### config.mk
export PLATFORM = sky130hd
export DESIGN_NAME = emap_gather_sequencer
export DESIGN_NICKNAME = d
export VERILOG_FILES = /design/src/rtl/emap_gather_sequencer.sv
export SDC_FILE = /design/constraint.sdc
export NUM_CORES = 1
export LEC_CHECK = 0
export CAP_MARGIN = 20
export CORE_MARGIN = 8
export CORE_UTILIZATION = 39
export CTS_BUF_LIST = sky130_fd_sc_hd__clkbuf_8
export DETAILED_ROUTE_END_ITERATION = 8
export SKIP_CTS_REPAIR_TIMING = 1
export SYNTH_ARGS = -nofsm -noshare
export SYNTH_HDL_FRONTEND = slang
export SYNTH_SLANG_ARGS = --single-unit
export TNS_END_PERCENT = 50
### constraint.sdc
create_clock -name clk -period 3 [get_ports clk]
set_input_delay 0.45 -clock clk [delete_from_list [all_inputs] [get_ports clk]]
set_output_delay 0.45 -clock clk [all_outputs]
set_load 0.1 [all_outputs]
### src/rtl/emap_gather_sequencer.sv
// Drives the 8-wide emap gather unit row by row: fetch multiple count, issue one gather per chunk,
// wait the fixed read latency, then hold the gathered row until the multiply stage takes it.
module emap_gather_sequencer #(
  parameter int NO_OF_ELEMENTS_IN_OUTPUT = 8,
  parameter int MULTIPLES_WIDTH          = 32,
  parameter int ROW_WIDTH                = 16,
  parameter int CHUNK_WIDTH              = 16,
  parameter int READ_LATENCY             = 2
) (
  input  logic                       clk,
  input  logic                       rst_n,
  input  logic                       start,
  input  logic [ROW_WIDTH-1:0]       no_of_rows,
  input  logic                       mult_valid,
  input  logic [MULTIPLES_WIDTH-1:0] no_of_multiples,
  output logic                       mult_ready,
  output logic [ROW_WIDTH-1:0]       row_index,
  output logic                       emap_issue,
  output logic [CHUNK_WIDTH-1:0]     chunk_index,
  output logic                       out_valid,
  output logic                       out_last_chunk,
  output logic                       out_last_row,
  input  logic                       consumer_ready,
  output logic                       busy,
  output logic                       done
);

  typedef enum logic [2:0] {
    S_IDLE, S_FETCH, S_ISSUE, S_WAIT, S_PRESENT, S_FINISH
  } state_t;

  localparam int LAT_W = (READ_LATENCY > 1) ? $clog2(READ_LATENCY) : 1;
  localparam logic [LAT_W-1:0] LAT_INIT = LAT_W'(READ_LATENCY - 1);

  if (NO_OF_ELEMENTS_IN_OUTPUT < 1 || READ_LATENCY < 1) begin : g_param_check
    $error("emap_gather_sequencer: illegal parameter value");
  end

  state_t                     state_q, state_d;
  logic [ROW_WIDTH-1:0]       rows_q, rows_d;
  logic [ROW_WIDTH-1:0]       row_q, row_d;
  logic [CHUNK_WIDTH-1:0]     chunk_q, chunk_d;
  logic [MULTIPLES_WIDTH-1:0] m_q, m_d;
  logic [LAT_W-1:0]           lat_q, lat_d;

  logic last_chunk, last_row;

  // Chunk count is compared at full multiple width so large M never aliases.
  assign last_chunk = (MULTIPLES_WIDTH'(chunk_q) == (m_q - MULTIPLES_WIDTH'(1)));
  assign last_row   = (row_q == (rows_q - ROW_WIDTH'(1)));

  always_comb begin
    state_d = state_q;
    rows_d  = rows_q;
    row_d   = row_q;
    chunk_d = chunk_q;
    m_d     = m_q;
    lat_d   = lat_q;
    case (state_q)
      S_IDLE: begin
        if (start) begin
          rows_d  = no_of_rows;
          row_d   = '0;
          chunk_d = '0;
          state_d = (no_of_rows == '0) ? S_FINISH : S_FETCH;
        end
      end
      S_FETCH: begin
        if (mult_valid) begin
          m_d     = no_of_multiples;
          chunk_d = '0;
          if (no_of_multiples != '0) begin
            state_d = S_ISSUE;
          end else if (last_row) begin
            state_d = S_FINISH;
          end else begin
            row_d = row_q + ROW_WIDTH'(1);
          end
        end
      end
      S_ISSUE: begin
        lat_d   = LAT_INIT;
        state_d = (READ_LATENCY == 1) ? S_PRESENT : S_WAIT;
      end
      S_WAIT: begin
        // Leaving on the last count puts out_valid exactly READ_LATENCY cycles after the strobe.
        lat_d = lat_q - LAT_W'(1);
        if (lat_q <= LAT_W'(1)) begin
          state_d = S_PRESENT;
        end
      end
      S_PRESENT: begin
        if (consumer_ready) begin
          if (!last_chunk) begin
            chunk_d = chunk_q + CHUNK_WIDTH'(1);
            state_d = S_ISSUE;
          end else if (!last_row) begin
            row_d   = row_q + ROW_WIDTH'(1);
            state_d = S_FETCH;
          end else begin
            state_d = S_FINISH;
          end
        end
      end
      S_FINISH: state_d = S_IDLE;
      default:  state_d = S_IDLE;
    endcase
  end

  always_ff @(posedge clk) begin
    if (!rst_n) begin
      state_q <= S_IDLE;
      rows_q  <= '0;
      row_q   <= '0;
      chunk_q <= '0;
      m_q     <= '0;
      lat_q   <= '0;
    end else begin
      state_q <= state_d;
      rows_q  <= rows_d;
      row_q   <= row_d;
      chunk_q <= chunk_d;
      m_q     <= m_d;
      lat_q   <= lat_d;
    end
  end

  assign mult_ready     = (state_q == S_FETCH);
  assign emap_issue     = (state_q == S_ISSUE);
  assign out_valid      = (state_q == S_PRESENT);
  assign out_last_chunk = out_valid && last_chunk;
  assign out_last_row   = out_valid && last_chunk && last_row;
  assign busy           = (state_q != S_IDLE);
  assign done           = (state_q == S_FINISH);
  assign row_index      = row_q;
  assign chunk_index    = chunk_q;

endmodule

==> impl_metrics.json, run 1 <==
{
  "status": "complete, but fails checks",
  "violated_checks": "negative setup slack",
  "post-route-period-util_pct": 128,
  "grt_overflow_total": 0,
  "arrival_ps": 3380,
  "leakagePower_nw": 2.85,
  "first_pass_grt_wire_length_um": 29100,
  "io_buffers": 91,
  "floorplan.die.height_um": 133,
  "clock.fmax_ghz": 0.261,
  "grt_max_degree": 50,
  "setup.worst_path.end_class": "primary output",
  "route.detailed.wl_per_inst_um": 17.7,
  "multiplexer_share_of_the_synthesized_area_pct": 1.70,
  "initial_core_util_pct": 40.0,
  "ctsRootBufferMaster": "sky130_fd_sc_hd__clkbuf_8",
  "path_clk_slew_ps": 90,
  "clockBufferDepth": 2,
  "numClockSinks": 83,
  "core.rowCount": 42,
  "rr_startpoint": "m_q[1]",
  "diodes_inserted": 0,
  "switching_power_w": 0.00105,
  "global_route.peak_usage_layer": "met2",
  "worstSetupStartpoint": "m_q[1]",
  "synth_area_leader_cell": "sky130_fd_sc_hd__dfxtp_1",
  "detailedRoute.firstPassIterationCount": 5,
  "cts_made_buffers": 9,
  "p_clk_share_pct": 28.2,
  "synth_xor_area_share_pct": 7.44,
  "initial_antenna_violation_count": 0,
  "syn-cell-area_um2": 5300,
  "async_s_r_ff_share_synth_pct": 0,
  "dieArea_um2": 17600,
  "min-delay-path-class": "reg -> reg",
  "drive_gt1_share_pct": 23.8,
  "fin_skew_ps": 9.67,
  "drt_iter0_markers": 394,
  "power.switching_fraction_pct": 34.0,
  "worst_slew_pin_slew_ps": 593,
  "post_synth_edffs": 0,
  "power.sequential.fraction_pct": 38.5,
  "globalRouteTotalUtil_pct": 20.2,
  "final-hold-violation-count": 0,
  "postSynth.topFlopCell": "sky130_fd_sc_hd__dfxtp_1",
  "netlist.area_leader.share_pct": 31.4,
  "via_count": 5794,
  "finalMaxSlewViolations": 0,
  "yosys.cell_count.top_type": "sky130_fd_sc_hd__nand2_1",
  "detail_route.drc_violations": 0,
  "gpl.final_weighted_congestion": 0.930,
  "clock_tree_from_tritoncts": "built",
  "post_synth_most_frequent_cells": "sky130_fd_sc_hd__nand2_1, sky130_fd_sc_hd__dfxtp_1, sky130_fd_sc_hd__a21boi_0, sky130_fd_sc_hd__clkbuf_1, sky130_fd_sc_hd__xnor2_1",
  "finalWirelength_um": 18200,
  "total_power_w": 0.00308,
  "worst-path-max-fanout": 5,
  "grtUsageMet3_pct": 5.03,
  "post-route-worst-setup-slack_ps": -832,
  "cts_htree_levels": 3,
  "cp_startpoint_kind": "register",
  "postRouteAntennaNets": 0,
  "power_report.internal_total_w": 0.00203,
  "cells_taking_the_most_area_after_synthesis": "sky130_fd_sc_hd__dfxtp_1, sky130_fd_sc_hd__nand2_1, sky130_fd_sc_hd__a21boi_0",
  "boundaryPins": 92,
  "synth_adder_area_share_pct": 0.944,
  "hold_start": "m_q[23]",
  "synth_compound_area_share_pct": 18.8,
  "seq_area_frac_synth_pct": 31.4,
  "layout_min_cycle_time_ps": 3830,
  "core_area_um2": 13200,
  "synth_fp_nets": 755,
  "hpwl_um": 14300,
  "synthSimpleGateAreaFrac_pct": 35.8,
  "flow.area_growth_from_synthesis_pct": 38.6,
  "met2_global_route_usage_pct": 32.7,
  "netlist-cell-type-count": 65,
  "synth_top_family_by_area": "simple AND/OR/NAND/NOR gates",
  "number_of_synthesized_register_bits": 83,
  "grt_setup_unrepaired": "yes",
  "syn_area_per_cell_um2": 7.59,
  "pwr-share-comb_pct": 33.3,
  "clkLatencyLatePin_ps": 370,
  "worst-setup-path-type": "reg -> out",
  "netlist_instances": 698,
  "floorplan.die.width_um": 133,
  "via_count_of_the_first_global_routing_pass": 5610,
  "nets": 906,
  "maxCapViolations": 0,
  "met1_usage_pct": 25.6,
  "vias_per_cell": 5.63,
  "max_slew_headroom_pct": 60.4,
  "critical_path_required_ps": 2550,
  "power.density_cell_area_nw_per_um2": 419,
  "max-vdd-ir-drop_uv": 281,
  "fin_util_pct": 55.5,
  "final-setup-viol-count": 20,
  "ys_warnings": 0
}
[area by class of cell]
type | count | area (um^2)
fill | 1331 | 5900
multi-input combinational | 564 | 3650
sequential | 83 | 1680
timing repair buffer | 182 | 1550
tap | 176 | 220
clock buffer | 10 | 138
clock inverter | 6 | 70.1
inverter | 9 | 36.3
[flip-flops by register name, indices dropped and copies added, names as in the netlist]
register     flops
state_q          3
row_index       16
rows_q          16
chunk_index     16
m_q             32
[final timing paths]
| check | endpoint | slack [ps] | cells after the start |
|---|---|---|---|
| worst max-delay path | out_last_row | -830 | 10 |
| worst min-delay path | m_q[23] | 460 | 2 |
| worst min register to register | m_q[23] | 460 | 2 |
| worst max register to register | row_index[9] | -250 | 10 |
[layout by cell type (no fill, tap or decap), types with 4 or more instances in the layout]
cell | synthesis | routed
sky130_fd_sc_hd__xor2_1 | 15 | 15
sky130_fd_sc_hd__o21ai_0 | 20 | 19
sky130_fd_sc_hd__nand2_1 | 144 | 143
sky130_fd_sc_hd__nor3_1 | 19 | 17
sky130_fd_sc_hd__clkbuf_8 | 0 | 10
sky130_fd_sc_hd__clkdlybuf4s50_1 | 0 | 51
sky130_fd_sc_hd__buf_4 | 0 | 121
sky130_fd_sc_hd__inv_1 | 9 | 7
sky130_fd_sc_hd__nand4b_1 | 4 | 4
sky130_fd_sc_hd__o211ai_1 | 4 | 4
sky130_fd_sc_hd__a21boi_0 | 50 | 50
sky130_fd_sc_hd__nor2_1 | 24 | 23
sky130_fd_sc_hd__o22ai_1 | 9 | 9
sky130_fd_sc_hd__mux2i_1 | 9 | 9
sky130_fd_sc_hd__nand3_1 | 16 | 15
sky130_fd_sc_hd__a31oi_1 | 5 | 5
sky130_fd_sc_hd__a21oi_2 | 0 | 5
sky130_fd_sc_hd__a211oi_1 | 6 | 4
sky130_fd_sc_hd__a21oi_1 | 24 | 19
sky130_fd_sc_hd__or4_4 | 1 | 8
sky130_fd_sc_hd__dfxtp_1 | 83 | 73
sky130_fd_sc_hd__nor4_1 | 21 | 18
sky130_fd_sc_hd__and2_1 | 5 | 5
sky130_fd_sc_hd__nand2b_1 | 11 | 11
sky130_fd_sc_hd__o31ai_1 | 7 | 6
sky130_fd_sc_hd__and3_1 | 12 | 11
sky130_fd_sc_hd__or3_1 | 29 | 28
sky130_fd_sc_hd__xnor2_1 | 30 | 28
sky130_fd_sc_hd__or4_1 | 19 | 12
sky130_fd_sc_hd__dfxtp_2 | 0 | 8
sky130_fd_sc_hd__nand4_1 | 24 | 24
sky130_fd_sc_hd__buf_6 | 1 | 6
sky130_fd_sc_hd__nor3b_1 | 6 | 5
[cell families after synthesis]
group / Yosys count
buffers and inverters: 52
multiplexers: 9
XOR/XNOR: 45
adder cells (fa/ha/maj): 4
AO/OA/AOI/OAI: 147
flip-flops: 83
AND/OR/NAND/NOR: 358
[metrics by stage]
stage                     hold slack, ps  setup TNS, ps  setup slack, ps  std cells  instance area [um^2]
after floorplan                      438          -4440            -1290        698                  5370
after global placement               453          -2230             -350       1009                  6910
after detailed placement             452          -3630             -385       1009                  6910
after CTS                            466          -5090             -816       1025                  7110
after global routing                 486          -5930             -921       1030                  7340
final                                463          -3680             -832       1030                  7340
[power by group through the flow]
stage	Clock (W)	Sequential [W]	Combinational, W
3_5_place_dp	0	0.00121	0.000966
2_1_floorplan	0	0.00123	0.000563
5_1_grt	0.000932	0.00119	0.00111
3_3_place_gp	0	0.00121	0.000958
4_1_cts	0.000900	0.00119	0.000969
6_report	0.000870	0.00119	0.00103
[routing by layer]
layer / vias to the layer above / share of wire (%)
li1: 2854 / -
met5: - / 0
met4: 0 / 2.2
met3: 26 / 6.6
met1: 2723 / 45
met2: 191 / 46
[critical path, cell delays in order, from the launching register on]
cell and delay [ps]:
sky130_fd_sc_hd__dfxtp_4 380, sky130_fd_sc_hd__inv_4 60, sky130_fd_sc_hd__ha_4 130, sky130_fd_sc_hd__or3b_4 400, sky130_fd_sc_hd__nor3_4 240, sky130_fd_sc_hd__xnor2_2 110
sky130_fd_sc_hd__or3_1 350, sky130_fd_sc_hd__or4_4 540, sky130_fd_sc_hd__nor4b_4 360, sky130_fd_sc_hd__and3_4 270, sky130_fd_sc_hd__buf_12 170
(Power assumes the default switching activity.)
==> run 2, diff against run 1 <==
--- a/config.mk
+++ b/config.mk
@@ -6,10 +6,13 @@
 export NUM_CORES = 1
 export LEC_CHECK = 0
 export CAP_MARGIN = 20
+export CELL_PAD_IN_SITES_DETAIL_PLACEMENT = 1
+export CELL_PAD_IN_SITES_GLOBAL_PLACEMENT = 1
 export CORE_MARGIN = 8
-export CORE_UTILIZATION = 39
+export CORE_UTILIZATION = 36
 export CTS_BUF_LIST = sky130_fd_sc_hd__clkbuf_8
 export DETAILED_ROUTE_END_ITERATION = 8
+export PLACE_DENSITY_LB_ADDON = 0.1
 export SKIP_CTS_REPAIR_TIMING = 1
 export SYNTH_ARGS = -nofsm -noshare
 export SYNTH_HDL_FRONTEND = slang
==> constraint.sdc (replaced) <==
create_clock -name clk -period 3.45 [get_ports clk]
set_input_delay 0.5175 -clock clk [delete_from_list [all_inputs] [get_ports clk]]
set_output_delay 0.5175 -clock clk [all_outputs]
set_load 0.1 [all_outputs]
==> impl_metrics.json, run 2 (same netlist as run 1, synthesis figures left out) <==
{
  "grt_max_degree": 55,
  "fillerInstances": 1761,
  "setup.worst_path.end_class": "primary output",
  "multiInputGateArea_um2": 3540,
  "postRouteAntennaNets": 0,
  "worst-setup-path-type": "reg -> out",
  "detail_route.drc_violations": 0,
  "worst_slew_pin_slew_ps": 973,
  "cp_startpoint_kind": "register",
  "post-route-worst-setup-slack_ps": -468,
  "finalWirelength_um": 19000,
  "path_clk_slew_ps": 90,
  "finalMaxSlewViolations": 0,
  "clock_tree_from_tritoncts": "built",
  "floorplan.die.height_um": 137,
  "dpl_worst_slack_ps": -46.1,
  "nets": 853,
  "status": "complete, but fails checks",
  "arrival_ps": 3400,
  "number_of_flip_flops_under_the_largest_register_name": 32,
  "post-route-period-util_pct": 114,
  "boundaryPins": 92,
  "leakagePower_nw": 2.48,
  "cts_htree_levels": 3,
  "dieArea_um2": 18900,
  "globalRouteTotalUtil_pct": 20.7,
  "drive_gt1_share_pct": 14.4,
  "max_flop_register": "m_q",
  "core.rowCount": 44,
  "clock.fmax_ghz": 0.255,
  "vias_per_cell": 5.67,
  "max_slew_headroom_pct": 35.0,
  "initial_antenna_violation_count": 0,
  "power.density_cell_area_nw_per_um2": 372,
  "gpl.final_weighted_congestion": 0.897,
  "ctsRootBufferMaster": "sky130_fd_sc_hd__clkbuf_8",
  "most_common_library_cell_in_the_layout_ignoring_fill_and_taps": "sky130_fd_sc_hd__nand2_1",
  "fin_util_pct": 47.2,
  "drt_iter0_markers": 232,
  "regArea_um2": 1680,
  "grt_overflow_total": 0,
  "detailed_place.area_um2": 6550,
  "final-setup-viol-count": 2,
  "clkLatencyLatePin_ps": 380,
  "fin_skew_ps": 6.20,
  "layout_common_cells": "sky130_fd_sc_hd__nand2_1, sky130_fd_sc_hd__dfxtp_1, sky130_fd_sc_hd__clkdlybuf4s50_1, sky130_fd_sc_hd__buf_4, sky130_fd_sc_hd__a21boi_0",
  "route.detailed.wl_per_inst_um": 19.3,
  "initial_core_util_pct": 36.6,
  "critical_path_required_ps": 2930,
  "final-hold-violation-count": 0,
  "maxCapViolations": 0,
  "clockBufferDepth": 2,
  "hpwl_um": 14900,
  "diodes_inserted": 0,
  "io_buffers": 91,
  "grt_setup_unrepaired": "yes",
  "stdcell_area_um2": 6830,
  "min-delay-path-class": "reg -> reg",
  "first_pass_grt_wire_length_um": 30700,
  "flow.area_growth_from_synthesis_pct": 28.8,
  "layout_min_cycle_time_ps": 3920,
  "via_count": 5589,
  "core_area_um2": 14500,
  "via_count_of_the_first_global_routing_pass": 5948,
  "worst-path-max-fanout": 5,
  "detailedRoute.firstPassIterationCount": 4,
  "floorplan.die.width_um": 137,
  "numClockSinks": 83,
  "violated_checks": "negative setup slack",
  "cts_made_buffers": 9,
  "max-vdd-ir-drop_uv": 197
}
-- run 2: cell count changes in the layout (fill, tap and decap cells not counted), moves of 3 or more --
cell / before / now
sky130_fd_sc_hd__dfxtp_2: 8 / 5
sky130_fd_sc_hd__a21oi_1: 19 / 23
sky130_fd_sc_hd__or4_4: 8 / 4
sky130_fd_sc_hd__dfxtp_1: 73 / 76
sky130_fd_sc_hd__buf_4: 121 / 61
sky130_fd_sc_hd__clkdlybuf4s50_1: 51 / 65
sky130_fd_sc_hd__a21oi_2: 5 / 1
sky130_fd_sc_hd__buf_6: 6 / 1
sky130_fd_sc_hd__or4_1: 12 / 16
sky130_fd_sc_hd__clkinvlp_4: 0 / 3
-- run 2: area by class of cell --
| class | instances | share of cell area, % |
|---|---|---|
| Sequential cell | 83 | 24.5 |
| Tap cell | 184 | 3.37 |
| Clock buffer | 10 | 2.02 |
| Multi-Input combinational cell | 563 | 51.8 |
| Timing Repair Buffer | 130 | 17.1 |
| Clock inverter | 6 | 0.715 |
| Inverter | 9 | 0.531 |
-- run 2: layer usage --
layer  global-route usage (%)  vias to the layer above  wire [um]
li1                         -                     2742          -
met1                     22.8                     2726       7900
met2                     39.0                       98      10200
met3                     2.74                       23        563
met4                     8.33                        0        390
met5                        0                        -          0
-- run 2: worst paths after layout --
| check | from | end | slack [ps] | cells after the start |
|---|---|---|---|---|
| setup / recovery | m_q[0] | out_last_row | -470 | 9 |
| setup reg to reg | m_q[1] | row_index[9] | 150 | 10 |
| hold reg to reg | m_q[23] | m_q[23] | 460 | 2 |
| hold / removal | m_q[23] | m_q[23] | 460 | 2 |
-- run 2: report_power, final --
group	internal, W	switching (W)	total [W]
sequential	0.000995	0.0000546	0.00105
combinational	0.000343	0.000452	0.000795
clock	0.000287	0.000407	0.000695
total	0.00162	0.000914	0.00254
-- run 2: per-stage QoR --
step	total power (W)	std cells	TNS [ps]	hold slack, ps
after CTS	0.00253	983	-902	468
after global routing	0.00267	985	-1080	496
after detailed placement	0.00183	967	-46.1	456
after floorplan	0.00155	698	-1640	438
after global placement	0.00181	967	0	453
final	0.00254	985	-887	465
-- run 2: critical path, cell delays in order (launching register included) --
cell                      delay [ps]
sky130_fd_sc_hd__dfxtp_4         370
sky130_fd_sc_hd__or4_4           550
sky130_fd_sc_hd__buf_6           150
sky130_fd_sc_hd__nor4_4          260
sky130_fd_sc_hd__xnor2_2         130
sky130_fd_sc_hd__a21o_1          200
sky130_fd_sc_hd__or4_4           560
sky130_fd_sc_hd__nor4b_4         360
sky130_fd_sc_hd__and3_4          260
sky130_fd_sc_hd__buf_12          170
==> run 3, diff against run 2 <==
--- a/config.mk
+++ b/config.mk
@@ -14,6 +14,7 @@
 export DETAILED_ROUTE_END_ITERATION = 8
 export PLACE_DENSITY_LB_ADDON = 0.1
 export SKIP_CTS_REPAIR_TIMING = 1
+export SLEW_MARGIN = 20
 export SYNTH_ARGS = -nofsm -noshare
 export SYNTH_HDL_FRONTEND = slang
 export SYNTH_SLANG_ARGS = --single-unit
==> results of run 3 <==
No change in the layout: final DEF, timing and power equal those of run 2.
